[config.mk]
export PLATFORM = sky130hd
export DESIGN_NAME = irq_ack_dispatch
export DESIGN_NICKNAME = d
export VERILOG_FILES = /design/src/rtl/irq_ack_dispatch.sv
export SDC_FILE = /design/constraint.sdc
export NUM_CORES = 1
export LEC_CHECK = 0
export CAP_MARGIN = 40
export CORE_ASPECT_RATIO = 0.9
export CORE_MARGIN = 1.5
export CORE_UTILIZATION = 45
export DETAILED_ROUTE_END_ITERATION = 6
export PLACE_DENSITY = 0.76
export SYNTH_ARGS = -nofsm -noshare
export SYNTH_HDL_FRONTEND = slang
export SYNTH_SLANG_ARGS = --single-unit
[constraint.sdc]
create_clock -name clk -period 3.1 [get_ports clk]
set_input_delay 0.62 -clock clk [delete_from_list [all_inputs] [get_ports clk]]
set_output_delay 0.62 -clock clk [all_outputs]
set_load 0.005 [all_outputs]
[src/rtl/irq_ack_dispatch.sv]
// Acknowledge dispatcher for the 27-channel, three-bus interrupt controller:
// decodes the encoder's bus flags/channel code and holds a registered one-hot ack.
module irq_ack_dispatch #(
    parameter int unsigned HOLD_MAX = 15,
    parameter int unsigned GAP      = 1
) (
    input  logic       clk,
    input  logic       rst,
    input  logic [8:0] E,
    input  logic [8:0] A,
    input  logic [8:0] B,
    input  logic [8:0] C,
    input  logic       PA,
    input  logic       PB,
    input  logic       PC,
    input  logic [3:0] Chan,
    output logic [8:0] AckA,
    output logic [8:0] AckB,
    output logic [8:0] AckC,
    output logic [1:0] GrantBus,
    output logic [3:0] GrantChan,
    output logic       Busy,
    output logic       Timeout,
    output logic       Err
);

    typedef enum logic [1:0] {
        S_IDLE,
        S_ACK,
        S_GAP
    } state_t;

    state_t     state_q, state_d;
    logic [8:0] ack_a_q, ack_a_d;
    logic [8:0] ack_b_q, ack_b_d;
    logic [8:0] ack_c_q, ack_c_d;
    logic [1:0] gbus_q, gbus_d;
    logic [3:0] gchan_q, gchan_d;
    logic       busy_q, busy_d;
    logic       timeout_q, timeout_d;
    logic       err_q, err_d;
    logic [7:0] cnt_q, cnt_d;
    logic [7:0] gap_q, gap_d;

    logic       p_any;
    logic       code_ok;
    logic [3:0] idx;
    logic       hit_a, hit_b, hit_c;
    logic       live;
    logic [8:0] onehot;

    // Chan 1xxx selects channels 0..7, 0000 selects channel 8, anything else is invalid.
    assign p_any   = PA | PB | PC;
    assign code_ok = Chan[3] | (Chan == 4'd0);
    assign idx     = Chan[3] ? {1'b0, Chan[2:0]} : 4'd8;
    assign onehot  = 9'd1 << idx;
    assign hit_a   = PA & E[idx] & A[idx];
    assign hit_b   = PB & E[idx] & B[idx];
    assign hit_c   = PC & E[idx] & C[idx];

    always_comb begin
        live = 1'b0;
        case (gbus_q)
            2'b01:   live = E[gchan_q] & A[gchan_q];
            2'b10:   live = E[gchan_q] & B[gchan_q];
            2'b11:   live = E[gchan_q] & C[gchan_q];
            default: live = 1'b0;
        endcase
    end

    always_comb begin
        state_d   = state_q;
        ack_a_d   = ack_a_q;
        ack_b_d   = ack_b_q;
        ack_c_d   = ack_c_q;
        gbus_d    = gbus_q;
        gchan_d   = gchan_q;
        cnt_d     = cnt_q;
        gap_d     = gap_q;
        timeout_d = 1'b0;
        err_d     = 1'b0;

        case (state_q)
            S_IDLE: begin
                if (p_any) begin
                    if (!code_ok) begin
                        err_d = 1'b1;
                    end else if (hit_a || hit_b || hit_c) begin
                        // Fixed A, B, C precedence when several buses claim the same channel.
                        gchan_d = idx;
                        cnt_d   = 8'd0;
                        state_d = S_ACK;
                        if (hit_a) begin
                            gbus_d  = 2'b01;
                            ack_a_d = onehot;
                        end else if (hit_b) begin
                            gbus_d  = 2'b10;
                            ack_b_d = onehot;
                        end else begin
                            gbus_d  = 2'b11;
                            ack_c_d = onehot;
                        end
                    end else begin
                        err_d = 1'b1;
                    end
                end
            end
            S_ACK: begin
                if (!live || (cnt_q == 8'(HOLD_MAX - 1))) begin
                    // Release wins over timeout when both land on the same cycle.
                    ack_a_d   = 9'd0;
                    ack_b_d   = 9'd0;
                    ack_c_d   = 9'd0;
                    timeout_d = live;
                    if (GAP == 0) begin
                        state_d = S_IDLE;
                    end else begin
                        state_d = S_GAP;
                        gap_d   = 8'(GAP);
                    end
                end else begin
                    cnt_d = cnt_q + 8'd1;
                end
            end
            S_GAP: begin
                gap_d = gap_q - 8'd1;
                if (gap_q <= 8'd1) begin
                    gap_d   = 8'd0;
                    state_d = S_IDLE;
                end
            end
            default: state_d = S_IDLE;
        endcase

        busy_d = (state_d != S_IDLE);
    end

    always_ff @(posedge clk) begin
        if (rst) begin
            state_q   <= S_IDLE;
            ack_a_q   <= 9'd0;
            ack_b_q   <= 9'd0;
            ack_c_q   <= 9'd0;
            gbus_q    <= 2'b00;
            gchan_q   <= 4'd0;
            busy_q    <= 1'b0;
            timeout_q <= 1'b0;
            err_q     <= 1'b0;
            cnt_q     <= 8'd0;
            gap_q     <= 8'd0;
        end else begin
            state_q   <= state_d;
            ack_a_q   <= ack_a_d;
            ack_b_q   <= ack_b_d;
            ack_c_q   <= ack_c_d;
            gbus_q    <= gbus_d;
            gchan_q   <= gchan_d;
            busy_q    <= busy_d;
            timeout_q <= timeout_d;
            err_q     <= err_d;
            cnt_q     <= cnt_d;
            gap_q     <= gap_d;
        end
    end

    assign AckA      = ack_a_q;
    assign AckB      = ack_b_q;
    assign AckC      = ack_c_q;
    assign GrantBus  = gbus_q;
    assign GrantChan = gchan_q;
    assign Busy      = busy_q;
    assign Timeout   = timeout_q;
    assign Err       = err_q;

endmodule

======== Word level (Yosys, flattened, before mapping) ========
Index checks and enable logic that the tools add are counted.
word-level totals
  register bits after elaboration ......... 54
  input bits .............................. 45
  output and inout bits ................... 36
  logic and storage cells ................. 119
cells by class
  add/subtract/negate cells ............... 2
  order comparisons ....................... 3
  equal/unequal tests ..................... 15
  shift operators ......................... 1
  mux-type cells .......................... 54
  bitwise operators ....................... 16
  reduce and logical (&&, ||, !) cells .... 17
operators with widths
  kind                 count
  $mux 9               15
  $pmux 9 s2           3
  $mux 8               6
  $bmux 1 s4           8
  $pmux 8 s2           2
  $ne 2x2->1 const B   9
  $reduce_and 7->1     2
  $mux 2               6
  $mux 1               11
  $lt 4x5->1 const B   2
  $and 1x1->1          9
  $shl 1x4->9 const A  1
  $add 8x1->8 const B  1
  $eq 8x4->1 const B   1
  $le 8x1->1 const B   1
  $sub 8x1->8 const B  1
  $eq 2x2->1 const B   3
  $pmux 2 s3           1
  $reduce_and 6->1     1
  $reduce_bool 2->1    3
  $reduce_or 3->1      2
  $reduce_and 5->1     1
  $eq 2x1->1 const B   2
  $logic_not 4->1      1
  other kinds (9)      16

======== Depth between registers and ports, before layout ========
Gate-level depths: netlist of the first run.
  word-level depth ........................ 12
  depth in mapped cells ................... 10
  gate-level depth less buffers ........... 8

======== Worst setup path before layout of the first run ========
OpenSTA, ideal clock, no wires.
  kind .................................... input -> register
  start point ............................. in Chan[0]
  end point ............................... reg cnt_q[6]
  setup time .............................. 0.070 ns
  arrival time ............................ 2.635 ns
  data required time ...................... 3.030 ns
  slack ................................... 0.395 ns
  cell stages on the path ................. 9
  path buffers ............................ 2
  cell sequence ........................... buf_6 > or4b_1 > or4_1 > o21ai_2 > o31a_4 > o21ba_4 > buf_6 > or3_1 > a21oi_1
between the ends
  longest elaborated chain between the ends .. 9
  elaborated cells on any way between the ends .. 22
  those cells by class .................... eq/ne: 2; mux: 9; bitwise: 7; reduce/logical: 4
ends and longest elaborated chain
  what                                                line        source
  start: declaration                                  16          input logic [3:0] Chan,
  $mux 4                                              55          assign idx = Chan[3] ? {1'b0, Chan[2:0]} : 4'd8;
  $bmux 1 s4                                          57, 58, 59
  $mux 1 (not written as such)                        57, 58, 59
  $and 1x1->1, on equally long branches (2 in a row)  57, 58
  $logic_or 1x1->1 (2 in a row)                       88          end else if (hit_a || hit_b || hit_c) begin
  $ne 2x2->1 (no source line)                         -
  $reduce_and 5->1 (no source line) (*)               -
  end signal: assignment                              161         cnt_q <= cnt_d;
  end: declaration                                    42          logic [7:0] cnt_q, cnt_d;
Every way passes the cells marked *; elsewhere a longest branch is shown, timed or not. The select of a mux whose other input is x is not followed.
A chain may end at the register's enable or synchronous reset.

======== Final worst setup path of the first run ========
  start point ............................. in Chan[0]
  end point ............................... reg err_q (netlist: Err)
between the ends
  longest elaborated chain between the ends .. 9
  elaborated cells on any way between the ends .. 21
  those cells by class .................... mux: 11; bitwise: 7; reduce/logical: 3
ends and longest elaborated chain
  what                                                line        source
  $mux 4                                              55
  $bmux 1 s4                                          57, 58, 59
  $mux 1 (not written as such)                        57, 58, 59
  $and 1x1->1, on equally long branches (2 in a row)  57, 58
  $logic_or 1x1->1 (2 in a row)                       88
  $mux 1                                              88
  $mux 1 (*)                                          86          if (!code_ok) begin
  end signal: assignment                              160         err_q <= err_d;
  end: declaration                                    41          logic err_q, err_d;
Marks and branches as above.

==> flow_metrics.env, run 1 <==
export IMPL_skew_ns=0.0135
export IMPL_cts_setup_buffers=0
export IMPL_synth_area_um2=2880
export IMPL_avgViaCountPerCell=5.61
export IMPL_gr_total_overflow=0
export IMPL_max_slew_margin_rel=0.623
export IMPL_placed_cell_area_um2=3920
export IMPL_synth_async_reset_ratio=0
export IMPL_power_density_nw_per_um2=400
export IMPL_wirelength_um=7800
export IMPL_ios=81
export IMPL_synth_warnings=0
export IMPL_hold_viol=0
export IMPL_synth_flop_cell="dfxtp_1"
export IMPL_cts_sinks=54
export IMPL_yosysUniqueCellTypes=43
export IMPL_setup_viol=0
export IMPL_initial_utilization=0.468
export IMPL_critPathBufInv=3
export IMPL_crit_fanout=6
export IMPL_rsz0062_at_grt="no"
export IMPL_dpl_hpwl_um=6120
export IMPL_endpoint_kind="register"
export IMPL_grt_pass1_vias=2719
export IMPL_final_common_cell="clkdlybuf4s50_1"
export IMPL_critical_path_class="in -> reg"
export IMPL_drt_iter0_drc=251
export IMPL_nets=474
export IMPL_grt_start_max_net_pins=27
export IMPL_whs_ns=0.475
export IMPL_cp_data_arrival_time_ns=3.20
export IMPL_cts_clk_slew_worst_paths_ns=0.11
export IMPL_die_h_um=78.9
export IMPL_antenna_found_initial=0
export IMPL_fin_ws_ns=0.175
export IMPL_clock_latency_ns=0.32
export IMPL_route_detailed_drc=0
export IMPL_ant_nets=0
export IMPL_slowest_delay_ns=0.62
export IMPL_ir_drop_uv=387
export IMPL_synth_edf_count=0
export IMPL_portBuffers=80
export IMPL_crit_slowest_cell="clkdlybuf4s50_1"
export IMPL_n_antenna_cell=0
export IMPL_final_cell_area_um2=4010
export IMPL_synth_area_per_cell_um2=8.64
export IMPL_synth_cells=333
export IMPL_cp_cell_sequence="clkdlybuf4s50_1, mux4_2, a31oi_1, o31ai_1, buf_4, nor2_1, o21ai_0, a2111oi_0, buf_4"
export IMPL_maxCapViolCount=0
export IMPL_design_die_area_um2=6880
export IMPL_firstDrtPassIters=4
export IMPL_fmax_mhz=342
export IMPL_finalMaxSlewViolations=0
export IMPL_grt_pass1_wl_um=12800
export IMPL_via_count=2879
export IMPL_hold_path_class="reg -> reg"
export IMPL_final_core_util=0.652
export IMPL_clock_tree_buffer_depth=2
export IMPL_startpoint_type="primary input"
export IMPL_cts_hold_buf=0
export IMPL_cts_tree="built"
export IMPL_ys_ff_latch=54
export IMPL_cts_resized=0
export IMPL_routedWlPerCell_um=15.2
export IMPL_grtUsageTotal=0.234
export IMPL_path_delay_family="buffers and inverters"
export IMPL_drive_gt1_frac=0.117
export IMPL_min_period_ns=2.92
export IMPL_cts_root_buf="clkbuf_8"
export IMPL_syn_nets=382
export IMPL_tightestPinTransition_ns=0.565
export IMPL_status="completed"
export IMPL_area_growth_pct=39.5
export IMPL_ys_seq_area_frac=0.376
export IMPL_core_um2=6150
export IMPL_layout_common_cells="80 x clkdlybuf4s50_1, 54 x dfxtp_1, 42 x nand2_1, 31 x o22ai_1, 24 x nor2_1"
export IMPL_place_ws_ns=-0.153
export IMPL_p_leak_uw=0.00140
export IMPL_crit_required_ns=3.37
export IMPL_die_x_um=87.3
export IMPL_gp_congestion=0.981
export IMPL_rows=27
export IMPL_fin_crit_sh=0.943
export IMPL_cts_htree_levels=2
export IMPL_cpMostUsedCell="buf_4"
export IMPL_total_power_uw=1600
export IMPL_cts_buffers=5
[Yosys cell counts, types with 2 or more instances]
cell type | number | share of area
a211oi_1 | 5 | 0.013
a21oi_1 | 20 | 0.035
a31oi_1 | 4 | 0.0087
a32o_1 | 2 | 0.0070
a41oi_1 | 2 | 0.0061
and2_1 | 2 | 0.0043
and3_1 | 6 | 0.013
and3b_1 | 2 | 0.0061
buf_2 | 7 | 0.012
buf_6 | 2 | 0.0078
clkbuf_1 | 9 | 0.012
dfxtp_1 | 54 | 0.38
ha_1 | 4 | 0.017
inv_1 | 11 | 0.014
mux2_2 | 2 | 0.0078
mux2i_1 | 8 | 0.028
mux4_2 | 10 | 0.078
nand2_1 | 42 | 0.055
nand2b_1 | 6 | 0.013
nand3_1 | 6 | 0.010
nand4_1 | 7 | 0.015
nor2_1 | 24 | 0.031
nor2b_1 | 5 | 0.011
nor3_1 | 8 | 0.014
nor4_1 | 2 | 0.0043
o2111ai_1 | 3 | 0.0091
o211a_1 | 2 | 0.0070
o211ai_1 | 2 | 0.0052
o21a_1 | 3 | 0.0078
o21ai_0 | 10 | 0.017
o21ai_1 | 3 | 0.0052
o22ai_1 | 31 | 0.067
o31ai_1 | 6 | 0.016
or2_2 | 4 | 0.0087
or3_1 | 9 | 0.020
or4b_1 | 2 | 0.0070
xnor2_1 | 2 | 0.0061
[state kept, by name, indices dropped and copies added (netlist names)]
| name | flops |
|---|---|
| AckB | 9 |
| Timeout | 1 |
| GrantBus | 2 |
| Err | 1 |
| AckC | 9 |
| GrantChan | 4 |
| Busy | 1 |
| state_q | 2 |
| AckA | 9 |
| gap_q | 8 |
| cnt_q | 8 |
[logic make-up (layout without fill, tap and decap cells)]
family / after synthesis / in the layout / share of synthesized area
adder cells (fa/ha/maj): 4 / 4 / 0.0174
AND/OR/NAND/NOR: 126 / 126 / 0.215
XOR/XNOR: 2 / 2 / 0.00609
AO/OA/AOI/OAI: 98 / 98 / 0.225
multiplexers: 20 / 20 / 0.114
buffers and inverters: 29 / 122 / 0.0461
flip-flops: 54 / 54 / 0.376
[final cells by class]
cell class	count	area [um2]
well taps	87	109
flip-flops and latches	54	1080
fillers	538	2140
clock buffers	5	68.8
repair buffers	103	1020
multi-input cells	250	1660
inverters	11	41.3
clock inverters	3	25.0
[per-stage QoR]
stage / std cells / setup TNS, ns
global route: 513 / 0
finish: 513 / 0
global placement: 505 / -0.441
detailed placement: 505 / -0.978
floorplan: 333 / 0
CTS: 513 / 0
[per-layer routing]
layer	vias up	routed length (um)	global-route usage
li1	1434	-	-
met4	0	68	0.0635
met3	9	532	0.0364
met2	98	3750	0.393
met5	-	0	0
met1	1338	3450	0.313
[worst paths after layout]
check / startpoint / slack (ns) / cells after the start / end
setup / recovery: Chan[0] / 0.18 / 9 / Err$_SDFF_PP0_
hold / removal: AckB[3]$_SDFFE_PP0P_ / 0.47 / 2 / AckB[3]$_SDFFE_PP0P_
setup reg to reg: GrantChan[1]$_SDFFE_PP0P_ / 0.47 / 7 / cnt_q[5]$_SDFFE_PP0P_
hold reg to reg: AckB[3]$_SDFFE_PP0P_ / 0.47 / 2 / AckB[3]$_SDFFE_PP0P_
[tightest hold or removal path: stages (launching register included)]
cell and delay, ns:
dfxtp_1 0.33, nand2_1 0.05, o22ai_1 0.06
[power by group]
part	internal, uW	switching [uW]
logic	221	197
registers	727	40.3
clock network	164	253
total	1110	491
Note: power is estimated with default switching activity, not from simulation.
==> run 2, diff against run 1 <==
CORE_MARGIN = 3   (was 1.5)
CORE_UTILIZATION = 40   (was 45)
PLACE_DENSITY = 0.69   (was 0.76)
==> run 2 against run 1 <==
  * Worst setup slack got worse by 0.0072 ns
  * Clock power barely moved
  * Global-route usage fell by 2.8 points
  * Flip-flop and latch count did not move
  * Core utilization fell by 5.8 points
  * Worst hold slack improved by 0.0011 ns
  * Register-to-register slack got worse by 0.06 ns
  * Via count fell by 0.24%
  * Critical path depth fell by 1
  * Clock skew fell by 0.0033 ns
  * Die area rose by 20%
  * Critical endpoint is now cnt_q[2]$_SDFFE_PP0P_
==> flow_metrics.env, run 2 (same netlist as run 1, synthesis figures left out) <==
export IMPL_dr_wl_met2_um=4050
export IMPL_grt_pass1_vias=2777
export IMPL_routedWlPerCell_um=15.9
export IMPL_clock_latency_ns=0.31
export IMPL_cts_tree="built"
export IMPL_power_density_nw_per_um2=400
export IMPL_core_um2=6760
export IMPL_clockPowerShare=0.261
export IMPL_rsz0062_at_grt="no"
export IMPL_hold_viol=0
export IMPL_route_detailed_drc=0
export IMPL_instances_no_fill=517
export IMPL_die_h_um=86.5
export IMPL_cts_clk_slew_worst_paths_ns=0.11
export IMPL_via_count=2872
export IMPL_dpl_hpwl_um=6530
export IMPL_startpoint="Chan[0]"
export IMPL_fin_crit_sh=0.946
export IMPL_layout_common_cells="80 x clkdlybuf4s50_1, 54 x dfxtp_1, 42 x nand2_1, 31 x o22ai_1, 24 x nor2_1"
export IMPL_crit_required_ns=3.34
export IMPL_n_antenna_cell=0
export IMPL_area_growth_pct=39.7
export IMPL_seqPwrFrac=0.477
export IMPL_slowest_delay_ns=0.61
export IMPL_wirelength_um=8230
export IMPL_min_period_ns=2.93
export IMPL_cp_cell_sequence="clkdlybuf4s50_1, mux4_2, a31oi_1, o31ai_1, o31a_4, buf_4, or2_2, a21oi_1"
export IMPL_ios=81
export IMPL_antenna_found_initial=0
export IMPL_ant_nets=0
export IMPL_place_ws_ns=-0.169
export IMPL_comb_power_share=0.262
export IMPL_routed_wl_met3_um=426
export IMPL_met1_length_um=3690
export IMPL_ir_drop_uv=279
export IMPL_portBuffers=80
export IMPL_grt_start_max_net_pins=27
export IMPL_nets=475
export IMPL_clock_tree_buffer_depth=2
export IMPL_design_die_area_um2=8250
export IMPL_final_common_cell="clkdlybuf4s50_1"
export IMPL_p_sw_uw=490
export IMPL_cp_data_arrival_time_ns=3.18
export IMPL_fin_ws_ns=0.168
export IMPL_reg2reg_depth=7
export IMPL_finalMaxSlewViolations=0
export IMPL_internal_power_uw=1120
export IMPL_crit_fanout=6
export IMPL_startpoint_type="primary input"
export IMPL_avgViaCountPerCell=5.56
export IMPL_die_x_um=95.4
export IMPL_gp_congestion=0.913
export IMPL_cts_sinks=54
export IMPL_r2r_start="GrantChan[1]$_SDFFE_PP0P_"
export IMPL_numPlacedInstances=509
export IMPL_swShare=0.305
export IMPL_grtUsageTotal=0.206
export IMPL_drt_iter0_drc=187
export IMPL_firstDrtPassIters=4
export IMPL_tightestPinTransition_ns=0.608
export IMPL_grt_pass1_wl_um=13500
export IMPL_status="completed"
export IMPL_critical_path_class="in -> reg"
export IMPL_highest_layer="met4"
export IMPL_cts_hold_buf=0
export IMPL_hold_path_class="reg -> reg"
export IMPL_maxCapViolCount=0
export IMPL_drive_gt1_frac=0.119
export IMPL_p_leak_uw=0.00141
export IMPL_r2r_slack_ns=0.41
export IMPL_cts_buffers=5
export IMPL_skew_ns=0.0102
export IMPL_r2r_end="cnt_q[4]$_SDFFE_PP0P_"
export IMPL_endpoint_kind="register"
export IMPL_final_core_util=0.594
export IMPL_rows=28
export IMPL_cts_htree_levels=2
export IMPL_critPathCapture="cnt_q[2]$_SDFFE_PP0P_"
export IMPL_cts_root_buf="clkbuf_8"
export IMPL_crit_slowest_cell="clkdlybuf4s50_1"
export IMPL_max_slew_margin_rel=0.594
export IMPL_setup_viol=0
export IMPL_gr_total_overflow=0
export IMPL_fmax_mhz=341
export IMPL_initial_utilization=0.425
run 2: cell count changes in the layout (fill, tap and decap cells not counted), sizes merged:
cell	delta
buf	+1
clkinvlp	-1
clkinv	+1
run 2: per-layer routing:
layer,track usage,vias to the layer above
met5,0,-
met4,0.0465,0
met3,0.0321,8
met2,0.345,76
met1,0.281,1348
li1,-,1440
run 2: what timing repair did:
item / CTS / global route
gates resized for setup: 0 / 1
buffers inserted: 0 / 0
setup endpoints to repair: 0 / 1
run 2: worst min path at each step:
stage	startpoint	to	slack, ns	cells past startpoint
6_report	AckB[3]$_SDFFE_PP0P_	AckB[3]$_SDFFE_PP0P_	0.48	2
3_3_place_gp	AckA[8]$_SDFFE_PP0P_	AckA[8]$_SDFFE_PP0P_	0.45	2
5_1_grt	AckB[2]$_SDFFE_PP0P_	AckB[2]$_SDFFE_PP0P_	0.49	2
2_1_floorplan	gap_q[6]$_SDFFE_PP0P_	gap_q[6]$_SDFFE_PP0P_	0.44	1
4_1_cts	AckB[2]$_SDFFE_PP0P_	AckB[2]$_SDFFE_PP0P_	0.48	2
3_5_place_dp	AckB[2]$_SDFFE_PP0P_	AckB[2]$_SDFFE_PP0P_	0.46	2
run 2: per-stage QoR:
| step | instance area (um2) | total power, uW | TNS [ns] | hold slack [ns] |
|---|---|---|---|---|
| finish | 4020 | 1610 | 0 | 0.476 |
| global route | 4020 | 1700 | 0 | 0.487 |
| CTS | 4010 | 1620 | 0 | 0.477 |
| detailed placement | 3920 | 1200 | -2.68 | 0.462 |
| global placement | 3920 | 1190 | -1.01 | 0.453 |
| floorplan | 2880 | 1020 | 0 | 0.439 |
run 2: worst max-delay path, delay by kind of cell:
kind | cells | cell delay, ns
compound gates | 4 | 0.92
mux | 1 | 0.54
simple gates | 1 | 0.33
buf+inv | 2 | 0.76
run 2: final cells by class:
| cell class | instances | area [um2] |
|---|---|---|
| clock buffer | 5 | 68.8 |
| clock inverter | 3 | 28.8 |
| fill | 605 | 2740 |
| inverter | 11 | 41.3 |
| multi-input combinational | 250 | 1660 |
| sequential | 54 | 1080 |
| tap | 90 | 113 |
| timing repair buffer | 104 | 1020 |
run 2: power groups by stage:
stage               Sequential (uW)  Combinational (uW)  Clock, uW
finish                          767                 421        419
global placement                781                 412          0
detailed placement              783                 419          0
CTS                             767                 421        436
global route                    774                 462        461
floorplan                       771                 249          0
==> run 3, diff against run 2 <==
RECOVER_POWER = 100   (was default)
==> run 3 against run 2 <==
  * Cell area shrank 0.68%
  * Critical endpoint is now cnt_q[4]$_SDFFE_PP0P_
  * First-iteration DRC count grew 5.3%
  * Final cell count is the same
  * Sequential power is essentially flat
  * Largest power group unchanged
==> flow_metrics.env, run 3 (same netlist as run 1, synthesis figures left out) <==
export IMPL_die_x_um=95.4
export IMPL_cpMostUsedCell="or3_1"
export IMPL_gr_total_overflow=0
export IMPL_layout_common_cells="54 x dfxtp_1, 45 x clkdlybuf4s50_1, 42 x nand2_1, 35 x dlygate4sd3_1, 31 x o22ai_1"
export IMPL_final_common_cell="dfxtp_1"
export IMPL_tns_ns=0
export IMPL_cts_setup_buffers=0
export IMPL_clock_tree_buffer_depth=2
export IMPL_gp_congestion=0.913
export IMPL_via_count=2892
export IMPL_core_um2=6760
export IMPL_critical_path_class="in -> reg"
export IMPL_numPlacedInstances=509
export IMPL_power_density_nw_per_um2=400
export IMPL_startpoint_type="primary input"
export IMPL_endpoint_kind="register"
export IMPL_route_detailed_drc=0
export IMPL_die_h_um=86.5
export IMPL_cp_cell_sequence="clkdlybuf4s50_1, or4b_1, o31ai_1, o21ai_0, or3_1, o21ba_4, or3_1, a21oi_1"
export IMPL_hold_viol=0
export IMPL_cts_htree_levels=2
export IMPL_setup_viol=0
export IMPL_portBuffers=80
export IMPL_whs_ns=0.474
export IMPL_skew_ns=0.0102
export IMPL_rows=28
export IMPL_p_sw_uw=490
export IMPL_clock_latency_ns=0.31
export IMPL_grt_pass1_vias=2777
export IMPL_grt_pass1_wl_um=13500
export IMPL_cts_sinks=54
export IMPL_area_growth_pct=38.7
export IMPL_cts_root_buf="clkbuf_8"
export IMPL_instances_no_fill=517
export IMPL_slowest_delay_ns=0.53
export IMPL_n_antenna_cell=0
export IMPL_drt_iter0_drc=197
export IMPL_hold_path_class="reg -> reg"
export IMPL_grt_start_max_net_pins=27
export IMPL_dpl_hpwl_um=6530
export IMPL_fin_crit_sh=0.953
export IMPL_ir_drop_uv=296
export IMPL_ant_nets=0
export IMPL_cts_tree="built"
export IMPL_total_power_uw=1600
export IMPL_cts_buffers=5
export IMPL_initial_utilization=0.425
export IMPL_crit_required_ns=3.35
export IMPL_finalMaxSlewViolations=0
export IMPL_cp_data_arrival_time_ns=3.20
export IMPL_met1_length_um=3780
export IMPL_antenna_found_initial=0
export IMPL_p_leak_uw=0.00151
export IMPL_grtUsageTotal=0.206
export IMPL_crit_slowest_cell="clkdlybuf4s50_1"
export IMPL_fmax_mhz=338
export IMPL_internal_power_uw=1110
export IMPL_crit_fanout=13
export IMPL_tightestPinTransition_ns=0.595
export IMPL_final_core_util=0.590
export IMPL_ios=81
export IMPL_seqPwrFrac=0.480
export IMPL_cts_clk_slew_worst_paths_ns=0.11
export IMPL_routed_wl_met3_um=396
export IMPL_dr_wl_met2_um=3990
export IMPL_highest_layer="met4"
export IMPL_clockPowerShare=0.263
export IMPL_avgViaCountPerCell=5.59
export IMPL_min_period_ns=2.95
export IMPL_wirelength_um=8250
export IMPL_design_die_area_um2=8250
export IMPL_nets=475
export IMPL_drive_gt1_frac=0.110
export IMPL_routedWlPerCell_um=16.0
export IMPL_n_fill_cell=608
export IMPL_status="completed"
export IMPL_comb_power_share=0.257
export IMPL_max_slew_margin_rel=0.603
export IMPL_rsz0062_at_grt="no"
export IMPL_firstDrtPassIters=5
export IMPL_maxCapViolCount=0
export IMPL_swShare=0.307
-- run 3: area by class of cell --
type / instances / area (um2) / area share
multi-input combinational: 250 / 1660 / 0.417
sequential: 54 / 1080 / 0.271
timing repair buffer: 104 / 995 / 0.249
tap: 90 / 113 / 0.0282
clock buffer: 5 / 68.8 / 0.0172
inverter: 11 / 41.3 / 0.0103
clock inverter: 3 / 28.8 / 0.00721
-- run 3: power groups by stage --
stage / combinational, uW / clock (uW) / sequential (uW)
floorplan: 249 / 0 / 771
global placement: 412 / 0 / 781
detailed placement: 419 / 0 / 783
CTS: 421 / 436 / 767
global route: 451 / 461 / 773
finish: 411 / 420 / 766
-- run 3: worst max-delay path, delay by kind of cell --
| kind | cells | cell delay [ns] |
|---|---|---|
| AOI/OAI and AO/OA | 4 | 0.88 |
| buffers and inverters | 1 | 0.53 |
| and+or+nand+nor | 3 | 1.17 |
-- run 3: worst paths after layout --
kind | from | endpoint | slack [ns] | cells after the start
setup / recovery | E[8] | cnt_q[4]$_SDFFE_PP0P_ | 0.15 | 8
hold / removal | AckB[3]$_SDFFE_PP0P_ | AckB[3]$_SDFFE_PP0P_ | 0.47 | 2
setup reg to reg | GrantChan[1]$_SDFFE_PP0P_ | cnt_q[4]$_SDFFE_PP0P_ | 0.36 | 7
hold reg to reg | AckB[3]$_SDFFE_PP0P_ | AckB[3]$_SDFFE_PP0P_ | 0.47 | 2
-- run 3: metal layers --
| layer | up-vias | global-route usage |
|---|---|---|
| met4 | 0 | 0.0465 |
| met3 | 10 | 0.0321 |
| met1 | 1371 | 0.281 |
| met5 | - | 0 |
| li1 | 1442 | - |
| met2 | 69 | 0.345 |
-- run 3: metrics by stage --
| step | setup WS, ns | cell area, um2 |
|---|---|---|
| 6_report | 0.146 | 3990 |
| 5_1_grt | 0.00329 | 3990 |
| 4_1_cts | 0.178 | 4010 |
| 3_5_place_dp | -0.169 | 3920 |
| 3_3_place_gp | -0.0898 | 3920 |
| 2_1_floorplan | 0.395 | 2880 |
-- run 3: timing repair --
action,in CTS,in global routing
endpoints found under the setup margin,0,1
hold buffers,0,0
resized for setup,0,1
